[config.mk]
export PLATFORM = sky130hd
export DESIGN_NAME = my_alu_seq
export DESIGN_NICKNAME = d
export VERILOG_FILES = /design/src/rtl/my_alu_seq.sv
export SDC_FILE = /design/constraint.sdc
export NUM_CORES = 1
export LEC_CHECK = 0
export BUFFER_PORTS_ARGS = -buffer_cell sky130_fd_sc_hd__buf_4
export CORE_ASPECT_RATIO = 1.5
export CORE_UTILIZATION = 50
export DETAILED_ROUTE_END_ITERATION = 7
export GPL_ROUTABILITY_DRIVEN = 0
export PLACE_DENSITY = 0.69
export SETUP_SLACK_MARGIN = 0.15
export SYNTH_ARGS = -nofsm -noshare
export SYNTH_HDL_FRONTEND = slang
export SYNTH_SLANG_ARGS = --single-unit
export TNS_END_PERCENT = 100
[constraint.sdc]
create_clock -name clk -period 3.5 [get_ports clk]
set_clock_uncertainty 0.1 [all_clocks]
set_input_delay 0.35 -clock clk [delete_from_list [all_inputs] [get_ports clk]]
set_output_delay 0.35 -clock clk [all_outputs]
set_load 0.03 [all_outputs]
[src/rtl/my_alu_seq.sv]
// rtl/my_alu_seq.sv - registered ALU with iterative shifter and one-deep result register (optional ALU_SAT_EN saturation)
module my_alu_seq #(
  parameter int WIDTH = 16
) (
  input  logic             clk,
  input  logic             rst_n,
  input  logic             in_valid,
  output logic             in_ready,
  input  logic [15:0]      ir,
  input  logic [WIDTH-1:0] a,
  input  logic [WIDTH-1:0] b,
  output logic             out_valid,
  input  logic             out_ready,
  output logic [WIDTH-1:0] r,
  output logic             cout,
  output logic [2:0]       flags,
  output logic             illegal
);

  localparam int SHW = $clog2(WIDTH);
  localparam logic [WIDTH:0] ONE_W1 = (WIDTH+1)'(1);
  localparam logic [SHW-1:0] CNT_ONE = SHW'(1);

  typedef enum logic {
    S_IDLE  = 1'b0,
    S_SHIFT = 1'b1
  } state_t;

  state_t r_state;
  state_t w_state_nxt;

  logic [WIDTH-1:0] r_res;
  logic             r_cout;
  logic [2:0]       r_flags;
  logic             r_ill;
  logic             r_valid;
  logic [WIDTH-1:0] r_work;
  logic [SHW-1:0]   r_cnt;
  logic             r_dir_right;

  logic [3:0]       w_op;
  logic [SHW-1:0]   w_amt;
  logic             w_accept;
  logic             w_is_shift;
  logic             w_shift_done;
  logic [WIDTH:0]   w_sum;
  logic [WIDTH:0]   w_diff;
  logic [WIDTH-1:0] w_res;
  logic             w_c;
  logic             w_v;
  logic             w_ill;
  logic [WIDTH-1:0] w_work_nxt;
  logic             w_bit_out;
  logic             w_unused_ir;

  // Low instruction bits carry no meaning for this block.
  assign w_unused_ir = ^ir[11:0];

  assign w_op         = ir[15:12];
  assign w_amt        = b[SHW-1:0];
  assign in_ready     = (r_state == S_IDLE) && (!r_valid || out_ready);
  assign w_accept     = in_valid && in_ready;
  assign w_is_shift   = ((w_op == 4'd6) || (w_op == 4'd7)) && (w_amt != '0);
  assign w_shift_done = (r_state == S_SHIFT) && (r_cnt == CNT_ONE);

  // SUB is a + ~b + 1 so the top bit is the no-borrow carry.
  assign w_sum  = {1'b0, a} + {1'b0, b};
  assign w_diff = {1'b0, a} + {1'b0, ~b} + ONE_W1;

  // One step of the iterative shifter and the bit it pushes out.
  assign w_work_nxt = r_dir_right ? (r_work >> 1) : (r_work << 1);
  assign w_bit_out  = r_dir_right ? r_work[0] : r_work[WIDTH-1];

  // Single-cycle result, carry and overflow for the opcode presented now.
  always_comb begin
    w_res = '0;
    w_c   = 1'b0;
    w_v   = 1'b0;
    w_ill = 1'b0;
    case (w_op)
      4'd0: begin
        w_res = w_sum[WIDTH-1:0];
        w_c   = w_sum[WIDTH];
        w_v   = (a[WIDTH-1] == b[WIDTH-1]) && (w_sum[WIDTH-1] != a[WIDTH-1]);
      end
      4'd1: begin
        w_res = w_diff[WIDTH-1:0];
        w_c   = w_diff[WIDTH];
        w_v   = (a[WIDTH-1] != b[WIDTH-1]) && (w_diff[WIDTH-1] != a[WIDTH-1]);
      end
      4'd2: w_res = a & b;
      4'd3: w_res = a | b;
      4'd4: w_res = a ^ b;
      4'd5: w_res = ~a;
      4'd6, 4'd7: w_res = a;
      default: w_ill = 1'b1;
    endcase
`ifdef ALU_SAT_EN
    // Overflow direction follows the sign of a for both ADD and SUB.
    if (w_v) begin
      w_res = a[WIDTH-1] ? {1'b1, {(WIDTH-1){1'b0}}} : {1'b0, {(WIDTH-1){1'b1}}};
    end
`endif
  end

  // FSM state register.
  always_ff @(posedge clk or negedge rst_n) begin
    if (!rst_n) begin
      r_state <= S_IDLE;
    end else begin
      r_state <= w_state_nxt;
    end
  end

  // FSM next state: enter SHIFT on a non-zero shift accept, leave after the last step.
  always_comb begin
    w_state_nxt = r_state;
    case (r_state)
      S_IDLE:  if (w_accept && w_is_shift) w_state_nxt = S_SHIFT;
      S_SHIFT: if (r_cnt == CNT_ONE) w_state_nxt = S_IDLE;
      default: w_state_nxt = S_IDLE;
    endcase
  end

  // Shifter working register and step counter.
  always_ff @(posedge clk or negedge rst_n) begin
    if (!rst_n) begin
      r_work      <= '0;
      r_cnt       <= '0;
      r_dir_right <= 1'b0;
    end else if (w_accept && w_is_shift) begin
      r_work      <= a;
      r_cnt       <= w_amt;
      r_dir_right <= w_op[0];
    end else if (r_state == S_SHIFT) begin
      r_work <= w_work_nxt;
      r_cnt  <= r_cnt - CNT_ONE;
    end
  end

  // Output register: load on single-cycle accept or shift completion, drop on handshake.
  always_ff @(posedge clk or negedge rst_n) begin
    if (!rst_n) begin
      r_res   <= '0;
      r_cout  <= 1'b0;
      r_flags <= 3'b000;
      r_ill   <= 1'b0;
      r_valid <= 1'b0;
    end else if (w_accept && w_is_shift) begin
      r_ill   <= 1'b0;
      r_valid <= 1'b0;
    end else if (w_accept) begin
      r_res   <= w_res;
      r_cout  <= w_c;
      r_flags <= {(w_res == '0), w_res[WIDTH-1], w_v};
      r_ill   <= w_ill;
      r_valid <= 1'b1;
    end else if (w_shift_done) begin
      r_res   <= w_work_nxt;
      r_cout  <= w_bit_out;
      r_flags <= {(w_work_nxt == '0), w_work_nxt[WIDTH-1], 1'b0};
      r_ill   <= 1'b0;
      r_valid <= 1'b1;
    end else if (r_valid && out_ready) begin
      r_valid <= 1'b0;
    end
  end

  assign out_valid = r_valid;
  assign r         = r_res;
  assign cout      = r_cout;
  assign flags     = r_flags;
  assign illegal   = r_ill;

endmodule
==> results of run 1 <==
==> worst max-delay path by stage <==
stage / cells after the start / slack [ps] / startpoint / end
final: 14 / 370 / a[0] / flags[2]$_DFFE_PN0P_
after global routing: 14 / 180 / a[0] / flags[2]$_DFFE_PN0P_
after CTS: 14 / 300 / a[0] / flags[2]$_DFFE_PN0P_
after detailed placement: 14 / 20 / a[0] / flags[2]$_DFFE_PN0P_
after global placement: 14 / 140 / a[0] / flags[2]$_DFFE_PN0P_
after floorplan: 12 / 510 / a[0] / flags[2]$_DFFE_PN0P_
==> per-layer routing <==
layer	global-route usage [%]	share of wire, %	vias to the layer above	wire length [microns]
met5	0	0	-	0
met3	3.15	7.3	65	1140
met2	50.2	49	307	7620
met4	16.6	4.8	0	745
met1	36.8	39	2504	6180
li1	-	-	2496	-
==> flip-flops by register name, indices dropped and copies added (netlist names) <==
signal	count
r	15
r_cnt	4
out_valid	1
r_dir_right	1
illegal	1
r_state	1
flags	3
cout	1
r_work	16
==> metrics by stage <==
stage	std cells	area (sq um)
6_report	827	5940
2_1_floorplan	655	5110
5_1_grt	827	5940
3_3_place_gp	818	5730
4_1_cts	827	5920
3_5_place_dp	818	5730
==> power breakdown <==
group / internal [W] / switching, W / total (W)
clock: 0.000355 / 0.000193 / 0.000548
combinational: 0.000713 / 0.00104 / 0.00175
sequential: 0.000693 / 0.000191 / 0.000885
==> what timing repair did <==
| action | CTS | global route |
|---|---|---|
| setup endpoints to repair | 0 | 1 |
| hold buffers | 1 | 0 |
| gates resized for setup | 0 | 4 |
| hold endpoints to repair | 43 | 0 |
==> kinds of logic after synthesis <==
kind of cell               Yosys count
buffers and inverters               95
muxes                               20
adders and majority gates           55
AOI/OAI and AO/OA                  213
xor gates and xnor gates             5
and+or+nand+nor                    224
DFF                                 43
==> tightest hold or removal path, delay by kind of cell <==
kind,cells,cell delay (ps)
AND/OR/NAND/NOR,1,50
AO/OA/AOI/OAI,1,50
buffers and inverters,1,100
==> cell type report <==
type,count,area [sq um],area share [%]
clock buffers,6,139,2.34
clock inverters,2,35.0,0.590
inverters,49,184,3.10
multi-input cells,517,3640,61.4
flip-flops and latches,43,1080,18.1
well taps,115,144,2.42
repair buffers,95,716,12.1
==> cells in the final DEF (no fill, tap or decap), drive strengths merged, types with 9 or more instances in the layout <==
cell and n:
a211oi 17, a21o 13, a21oi 37, a221o 16, a22oi 10, buf 94, dfrtp 43, ha 53
inv 49, mux2i 15, nand2 59, nand2b 11, nand3 9, nor2 65, nor2b 19, nor3 14
o21ai 42, o22ai 9
==> results.md, run 1 <==
* Clk Latency, worst-skew pair at 290 ps
* Total negative slack at 0 ps
* Mean Syn Cell Area at 7.80 sq um
* PwrDens at 536 nW/um^2
* Num CTS Buffers at 5
* Synth top area cells: dfrtp_1 21%, ha_1 13%, nor2_1 4.8%
* Status: finished, violations left
* Hold Startpoint: a[0]
* Pins over their slew limit at 0
* Top delay family on crit path: compound AO/OA/AOI/OAI gates
* Port Buffers at 62
* Largest net degree at the start of global routing at 44
* Util after Layout at about three fifths
* Antenna cells at 0
* CTS tree: yes
* Mux contribution to synthesized area at between 4 and 5%
* Initial core utilization at 52.1%
* First-pass GRT wire length at 25600 microns
* Yosys reg bits at 43
* Worst Hold End: r_work[0]$_DFFE_PN0P_
* Hold Path Stages at 3
* CP endpoint kind: register
* Setup-failing EPs final at 0
* Reg-to-reg endpoint: flags[2]$_DFFE_PN0P_
* CTS H-tree depth at 2
* Global-route usage over all layers at a little under 30%
* Crit path DAT at 3230 ps
* Hold slack final at 201 ps
* Worst vdd ir at 0.250 mV
* Share of layout cells above drive strength 1 at 18.0%
* Worst Path Required at 3600 ps
* Post-synthesis compound-gate area fraction at 29.9%
* RSZ-0062 raised after global routing: no
* Crit-path max cell delay at between 400 and 500 ps
* Setup slack, reg-to-reg at 1060 ps
* Synth Warn # at 0
* R2r worst-path depth at 9
* Synth Area in XOR/XNOR at less than 1%
* Crit-path cells: buf_4 -> inv_1 -> ha_1 -> inv_1 -> fa_1 -> and2b_2 -> o211ai_1 -> and2_1 -> o2111ai_1 -> a2111oi_2 -> nand4bb_1 -> nor4_2 -> nand4bb_1 -> o31ai_2
* Initial antenna violation count at 0
* Synth Area in Simple Gates at 21.9%
* Post-Syn Area at 5110 sq um
* Leak pwr at 2.77 nW
* MaxCap Viol Count at 0
* Min setup slack post-route at 371 ps
* DRC Markers at 5
* CTS Buffer Depth at 2
* DR iter-0 viols at a little under 400
* Row cnt at 44
* Crit path kind: input pin to register
* Antenna Violating Nets Remaining at 0
* Die Area at roughly 11000 sq um
* DRT Pass-1 Iters at 7
* DR vias at ~5400
* Register area share after synthesis at 21.1%
* Critical R2R Launch: out_valid$_DFFE_PN0P_
* Commonest cells post-synth: 65 x nor2_1, 59 x nand2_1, 53 x ha_1
* Mapped Nets at 762
* Post-synth top flop: dfrtp_1
* Clk root buf: clkbuf_16
* Total grt overflow at 0
* Adder-cell area share of the yosys netlist at 13.8%
* Worst-path maximum fanout at 4
* Clock sinks at 43
* Nets@finish at 818
* Via/cell ratio at approximately 6.5
* Fin crit share at roughly nine tenths
* Worst-path clk slew at 60 ps
* Async SR Flop Fraction at 100%
* Hold Vio Cnt, Final at 0
* Die width at between 80 and 90 microns
* Relative slew slack at slightly below 50%
* Largest family of logic cells by synthesized area: compound AO/OA/AOI/OAI gates
* Hold Crit Class: input pin to register
* Fill cell count at approximately 900
* DP Worst Slack at 16.0 ps
* Max Clk Rate at 320 MHz
* Post-route total power at approximately 0.0032 W
* Die Span Y at between 100 and 150 microns
* Yosys cell types at 79
* Worst Tran Pin Value at 771 ps
* Total wire length at 15700 microns
* Syn-to-layout area delta at 16.2%
* I/O pins at 75
* Failing checks: DRC
* Vias in the first global route at just over 5000
* Post-synth EDFFs at 0
* Post-CTS setup buffer count at 0
* Min Tclk post-route at between 3000 and 4000 ps
* Core outline area at 9800 sq um
* CP startpoint kind: input pin
* Syn Inst Count at roughly 660
* Critical path's slowest cell: a2111oi_2
* Cell with the most instances after synthesis: nor2_1
* Critical path buffer and inverter count at 3
* Post-DP HPWL at 12100 microns
* Post-synth top area share at 21.1%
* Yosys top cell by area: dfrtp_1
* Routed wire length per instance at approximately 19 microns
Power figures use the tool's default switching activity.
==> inputs of run 2 (changes only) <==
- CTS_BUF_LIST: default -> sky130_fd_sc_hd__clkbuf_8
- CTS_CLUSTER_SIZE: default -> 24
==> run 2 against run 1 <==
  * The run still ends with DRC left
  * Critical endpoint unchanged
  * Sequential power barely moved
  * Critical path type unchanged
  * Non-clock buffer count did not move
  * Routed wire length fell by 0.96%
  * Sequential cell count did not move
==> results.md, run 2 (synthesis results as in run 1) <==
* DRC Markers at 8 (was 5)
* Clock sinks at 43 (unchanged)
* Fin crit share at 89.7% (was 89.4%)
* Worst Path Required at 3620 ps (was 3600 ps)
* Hold slack final at 177 ps (was 201 ps)
* Die Span Y at 126 microns (unchanged)
* Initial core utilization at 52.1% (unchanged)
* CTS Buffer Depth at 2 (unchanged)
* Total negative slack at 0 ps (unchanged)
* Hold Path Stages at 3 (unchanged)
* CTS H-tree depth at 2 (unchanged)
* Pins over their slew limit at 0 (unchanged)
* Leak pwr at 2.75 nW (was 2.77 nW)
* Crit path DAT at 3260 ps (was 3230 ps)
* Most frequent cells in the layout: 94 x buf_4, 65 x nor2_1, 59 x nand2_1 (unchanged)
* Die Area at 10600 sq um (unchanged)
* Syn-to-layout area delta at 15.0% (was 16.2%)
* Row cnt at 44 (unchanged)
* Total grt overflow at 0 (unchanged)
* Failing checks: DRC (unchanged)
* Setup-failing EPs final at 0 (unchanged)
* Core outline area at 9800 sq um (unchanged)
* Relative slew slack at 48.8% (was 48.6%)
* DR vias at 5322 (was 5372)
* DRT Pass-1 Iters at 7 (unchanged)
* CP startpoint kind: input pin (unchanged)
* Largest register FFs at 16 (unchanged)
* Num CTS Buffers at 5 (unchanged)
* CTS tree: yes (unchanged)
* Top delay family on crit path: simple AND/OR/NAND/NOR gates (was compound AO/OA/AOI/OAI gates)
* Fill cell count at 905 (was 891)
* Crit-path cells: buf_4 -> inv_1 -> ha_1 -> inv_1 -> fa_1 -> and2b_2 -> o211ai_1 -> and2_1 -> o2111ai_1 -> a2111oi_2 -> nand4bb_1 -> nor4_1 -> nand4bb_1 -> o31ai_2 (was buf_4 -> inv_1 -> ha_1 -> inv_1 -> fa_1 -> and2b_2 -> o211ai_1 -> and2_1 -> o2111ai_1 -> a2111oi_2 -> nand4bb_1 -> nor4_2 -> nand4bb_1 -> o31ai_2)
* Share of layout cells above drive strength 1 at 17.8% (was 18.0%)
* MaxCap Viol Count at 0 (unchanged)
* Largest net degree at the start of global routing at 44 (unchanged)
* Reg-to-reg endpoint: flags[2]$_DFFE_PN0P_ (unchanged)
* Hold Startpoint: a[0] (unchanged)
* Routed wire length per instance at 18.8 microns (was 19.0 microns)
* Max Clk Rate at 319 MHz (was 320 MHz)
* Multi-input logic area at 3640 sq um (about the same)
* Die width at 84.5 microns (unchanged)
* Worst Hold End: r_work[0]$_DFFE_PN0P_ (unchanged)
* Initial antenna violation count at 0 (unchanged)
* Hold Crit Class: input pin to register (unchanged)
* CP startpoint: a[0] (unchanged)
* PwrDens at 515 nW/um^2 (was 536 nW/um^2)
* Hold Vio Cnt, Final at 0 (unchanged)
* Critical path buffer and inverter count at 3 (unchanged)
* Port Buffers at 62 (unchanged)
* Crit path kind: input pin to register (unchanged)
* Nets@finish at 818 (unchanged)
* Clk Latency, worst-skew pair at 310 ps (was 290 ps)
* First-pass GRT wire length at 25500 microns (was 25600 microns)
* Total wire length at 15500 microns (was 15700 microns)
* Vias in the first global route at 5172 (was 5196)
* Worst vdd ir at 0.188 mV (was 0.250 mV)
* Global-route usage over all layers at 29.5% (was 29.7%)
* Top reg by flops: r_work (unchanged)
* Worst-path clk slew at 80 ps (was 60 ps)
* Critical R2R Launch: out_valid$_DFFE_PN0P_ (unchanged)
* Crit-path max cell delay at 440 ps (about the same)
* R2r worst-path depth at 9 (unchanged)
* Antenna Violating Nets Remaining at 0 (unchanged)
* Critical path's slowest cell: a2111oi_2 (unchanged)
* Most common cell after layout, fill and taps aside: buf_4 (unchanged)
* DR iter-0 viols at 363 (was 385)
* Sequential cell area at 1080 sq um (unchanged)
* I/O pins at 75 (unchanged)
* Post-DP HPWL at 12100 microns (unchanged)
* Status: finished, violations left (unchanged)
* Via/cell ratio at 6.44 (was 6.50)
* RSZ-0062 raised after global routing: no (unchanged)
* Clk root buf: clkbuf_8 (was clkbuf_16)
* Min Tclk post-route at 3140 ps (was 3130 ps)
* Worst-path maximum fanout at 4 (unchanged)
* Antenna cells at 0 (unchanged)
* Setup slack, reg-to-reg at 1020 ps (was 1060 ps)
* Worst Tran Pin Value at 768 ps (was 771 ps)
* CP endpoint kind: register (unchanged)
[run 2: cell count changes in the layout (fill, tap and decap cells not counted)]
| cell | previous run | this run |
|---|---|---|
| clkbuf_16 | 5 | 0 |
| clkbuf_8 | 1 | 6 |
| nor4_1 | 4 | 5 |
| nor4_2 | 3 | 2 |
[run 2: how the worst max path moves through the flow]
| stage | endpoint | cells after the start | slack [ps] |
|---|---|---|---|
| after floorplan | flags[2]$_DFFE_PN0P_ | 12 | 510 |
| after global placement | flags[2]$_DFFE_PN0P_ | 14 | 140 |
| after detailed placement | flags[2]$_DFFE_PN0P_ | 14 | 20 |
| after CTS | flags[2]$_DFFE_PN0P_ | 14 | 320 |
| after global routing | flags[2]$_DFFE_PN0P_ | 14 | 170 |
| final | flags[2]$_DFFE_PN0P_ | 14 | 360 |
[run 2: where the power goes]
group | leakage [nW] | internal (W) | total [W] | switching, W
clock | 0.0612 | 0.000231 | 0.000408 | 0.000177
sequential | 0.557 | 0.000692 | 0.000882 | 0.000190
combinational | 2.13 | 0.000713 | 0.00174 | 0.00102
[run 2: area by class of cell]
class                   instances  area share, %
clock buffers                   6           1.41
clock inverters                 2          0.597
inverters                      49           3.13
multi-input cells             517           61.9
flip-flops and latches         43           18.3
well taps                     115           2.45
repair buffers                 95           12.2
[run 2: per-layer routing]
layer,up-vias,part of all wire (%),global-route usage (%)
li1,2494,-,-
met3,68,6.4,3.28
met2,260,48,49.8
met5,-,0,0
met1,2500,40,36.7
met4,0,5.2,16.1
[run 2: worst register-to-register path, stage by stage, from the launching register on]
cell and delay [ps]:
dfrtp_1 380, nor2b_1 160, nor3b_2 270, nor2_1 120, or2_2 300, nor4_1 270
nand4bb_1 180, nor4_1 300, nand4bb_1 150, o31ai_2 180
[run 2: repair_timing]
action	CTS	global route
hold buffers	1	0
setup endpoints to repair	0	1
setup buffers	0	0
hold endpoints to repair	43	0
gates resized for setup	0	3
[run 2: per-stage QoR]
step           instances  area [sq um]  power [W]  worst slack [ps]  utilization (%)
6_report             827          5870    0.00303               361             59.9
5_1_grt              827          5870    0.00324               172             59.9
4_1_cts              827          5860    0.00301               319             59.8
3_5_place_dp         818          5730    0.00260              16.0             58.5
3_3_place_gp         818          5730    0.00255               144             58.5
2_1_floorplan        655          5110    0.00205               512                -
==> inputs of run 3 (changes only) <==
- BUFFER_PORTS_ARGS: -buffer_cell sky130_fd_sc_hd__buf_4 -> default
- DONT_BUFFER_PORTS: default -> 1
- PLACE_DENSITY: 0.69 -> 0.63
- RECOVER_POWER: default -> 25
==> run 3 against run 2 <==
  * The flow finishes with violations (DRC, capacitance limit, slew limit)
  * Combinational power down 24%
  * Sequential cell count unchanged
  * Cell area down 9.8%
  * Register-to-register slack worse by 100 ps
  * Sequential share of layout area up 2.0 points
  * Die area unchanged
  * Critical endpoint unchanged
  * Total power down 9.3%
  * First-iteration DRC count up 7.4%
  * Sequential power up 21%
==> results.md, run 3 (synthesis results as in run 1) <==
* Dpl cells at 745 (was 818)
* Failing checks: DRC, capacitance limit, slew limit (was DRC)
* Clock sinks at 43 (unchanged)
* CTS tree: yes (unchanged)
* Total negative slack at 0 ps (unchanged)
* DRT Pass-1 Iters at 8 (was 7)
* RSZ-0062 raised after global routing: no (unchanged)
* Final cell count without fillers at 755 (was 827)
* Worst Tran Pin Value at 2210 ps (was 768 ps)
* Most frequent cells in the layout: 65 x nor2_1, 59 x nand2_1, 53 x ha_1 (was 94 x buf_4, 65 x nor2_1, 59 x nand2_1)
* Syn-to-layout area delta at 3.75% (was 15.0%)
* Row cnt at 44 (unchanged)
* Initial core utilization at 52.1% (unchanged)
* CP startpoint kind: input pin (unchanged)
* Share of layout cells above drive strength 1 at 7.97% (was 17.8%)
* Num CTS Buffers at 5 (unchanged)
* Status: finished, violations left (unchanged)
* CP endpoint kind: register (unchanged)
* I/O pins at 75 (unchanged)
* Setup-failing EPs final at 0 (unchanged)
* Min Tclk post-route at 3120 ps (was 3140 ps)
* Hold slack final at 75.4 ps (was 177 ps)
* MaxCap Viol Count at 1 (was 0)
* Max Clk Rate at 321 MHz (was 319 MHz)
* Initial antenna violation count at 0 (unchanged)
* CTS H-tree depth at 2 (unchanged)
* Total wire length at 15400 microns (was 15500 microns)
* Nets@finish at 746 (was 818)
* Port Buffers at 0 (was 62)
* Leak pwr at 2.38 nW (was 2.75 nW)
* Top reg by flops: r_work (unchanged)
* Post-DP HPWL at 11700 microns (was 12100 microns)
* Fill cell count at 954 (was 905)
* Worst Path Required at 3630 ps (was 3620 ps)
* Worst-path maximum fanout at 7 (was 4)
* Util after Layout at 54.1% (was 59.9%)
* Hold Vio Cnt, Final at 0 (unchanged)
* Vias in the first global route at 4784 (was 5172)
* Hold Crit Class: input pin to register (unchanged)
* Most common cell after layout, fill and taps aside: nor2_1 (was buf_4)
* Clk Latency, worst-skew pair at 310 ps (about the same)
* DRC Markers at 6 (was 8)
* Largest net degree at the start of global routing at 44 (unchanged)
* First-pass GRT wire length at 24300 microns (was 25500 microns)
* PwrDens at 518 nW/um^2 (was 515 nW/um^2)
* Core outline area at 9800 sq um (unchanged)
* Global-route usage over all layers at 28.7% (was 29.5%)
* Total grt overflow at 0 (unchanged)
* DR iter-0 viols at 390 (was 363)
* Die Span Y at 126 microns (unchanged)
* Die width at 84.5 microns (unchanged)
* Via/cell ratio at 6.67 (was 6.44)
* Clk root buf: clkbuf_8 (unchanged)
* Routed wire length per instance at 20.4 microns (was 18.8 microns)
* Relative slew slack at -47.5% (was 48.8%)
* Worst vdd ir at 0.276 mV (was 0.188 mV)
* Pins over their slew limit at 44 (was 0)
* CTS Buffer Depth at 2 (unchanged)
* Crit path DAT at 3240 ps (was 3260 ps)
* Antenna Violating Nets Remaining at 0 (unchanged)
* Antenna cells at 0 (unchanged)
* Fin crit share at 89.1% (was 89.7%)
* Crit path kind: input pin to register (unchanged)
* Largest register FFs at 16 (unchanged)
* Post-route total power at 0.00274 W (was 0.00303 W)
* Worst-path clk slew at 90 ps (was 80 ps)
* DR vias at 5037 (was 5322)
* Die Area at 10600 sq um (unchanged)
## run 3: cell types whose count changed in the layout (fill, tap and decap cells not counted), sizes merged
cell,delta
buf,-73
bufinv,-1
clkbuf,+2
inv,+1
clkinv,-1
## run 3: worst max-delay path, cell delays in order
cell and delay (ps):
inv_1 50, ha_1 350, a211oi_2 380, o21bai_1 130, a2111oi_1 570, nor4b_1 120
nor4_1 510, nand4_1 200, nor4_1 250, nand4bb_1 150, o31ai_2 180
## run 3: final timing paths
| path | slack (ps) | start | cells past startpoint | to |
|---|---|---|---|---|
| worst max-delay path | 380 | a[1] | 11 | flags[2]$_DFFE_PN0P_ |
| worst min-delay path | 80 | b[1] | 2 | r_cnt[1]$_DFFE_PN0P_ |
| worst max register to register | 920 | r_state$_DFF_PN0_ | 10 | flags[2]$_DFFE_PN0P_ |
| worst min register to register | 440 | r_work[5]$_DFFE_PN0P_ | 2 | r_work[5]$_DFFE_PN0P_ |
| max in group asynchronous | 890 | rst_n | 2 | r[1]$_DFFE_PN0P_ |
| min in group asynchronous | 1140 | rst_n | 2 | r[14]$_DFFE_PN0P_ |
## run 3: report_power, final
group | switching, W | internal (W)
Clock | 0.000168 | 0.000177
Combinational | 0.000755 | 0.000568
Sequential | 0.000385 | 0.000689
## run 3: timing repair
item	4_1_cts	5_1_grt
resized for setup	0	0
hold buffers	2	0
endpoints found under the hold margin	43	0
buffers inserted	0	0
## run 3: per-stage QoR
stage	instance area (sq um)	setup WS (ps)
2_1_floorplan	5110	512
3_3_place_gp	5180	177
3_5_place_dp	5180	117
4_1_cts	5320	424
5_1_grt	5300	163
6_report	5300	383
## run 3: layer usage
layer	vias to the layer above	GRT usage, %	routed length, microns
li1	2354	-	-
met1	2384	35.5	6270
met3	50	3.54	1130
met5	-	0	0
met4	0	14.7	669
met2	249	48.7	7340
## run 3: final cells by class
| type | count | area (sq um) | share of cell area, % |
|---|---|---|---|
| multi-input cells | 517 | 3620 | 68.4 |
| flip-flops and latches | 43 | 1080 | 20.3 |
| inverters | 49 | 184 | 3.47 |
| repair buffers | 23 | 171 | 3.23 |
| well taps | 115 | 144 | 2.72 |
| clock buffers | 7 | 96.3 | 1.82 |
| clock inverters | 1 | 3.75 | 0.0708 |
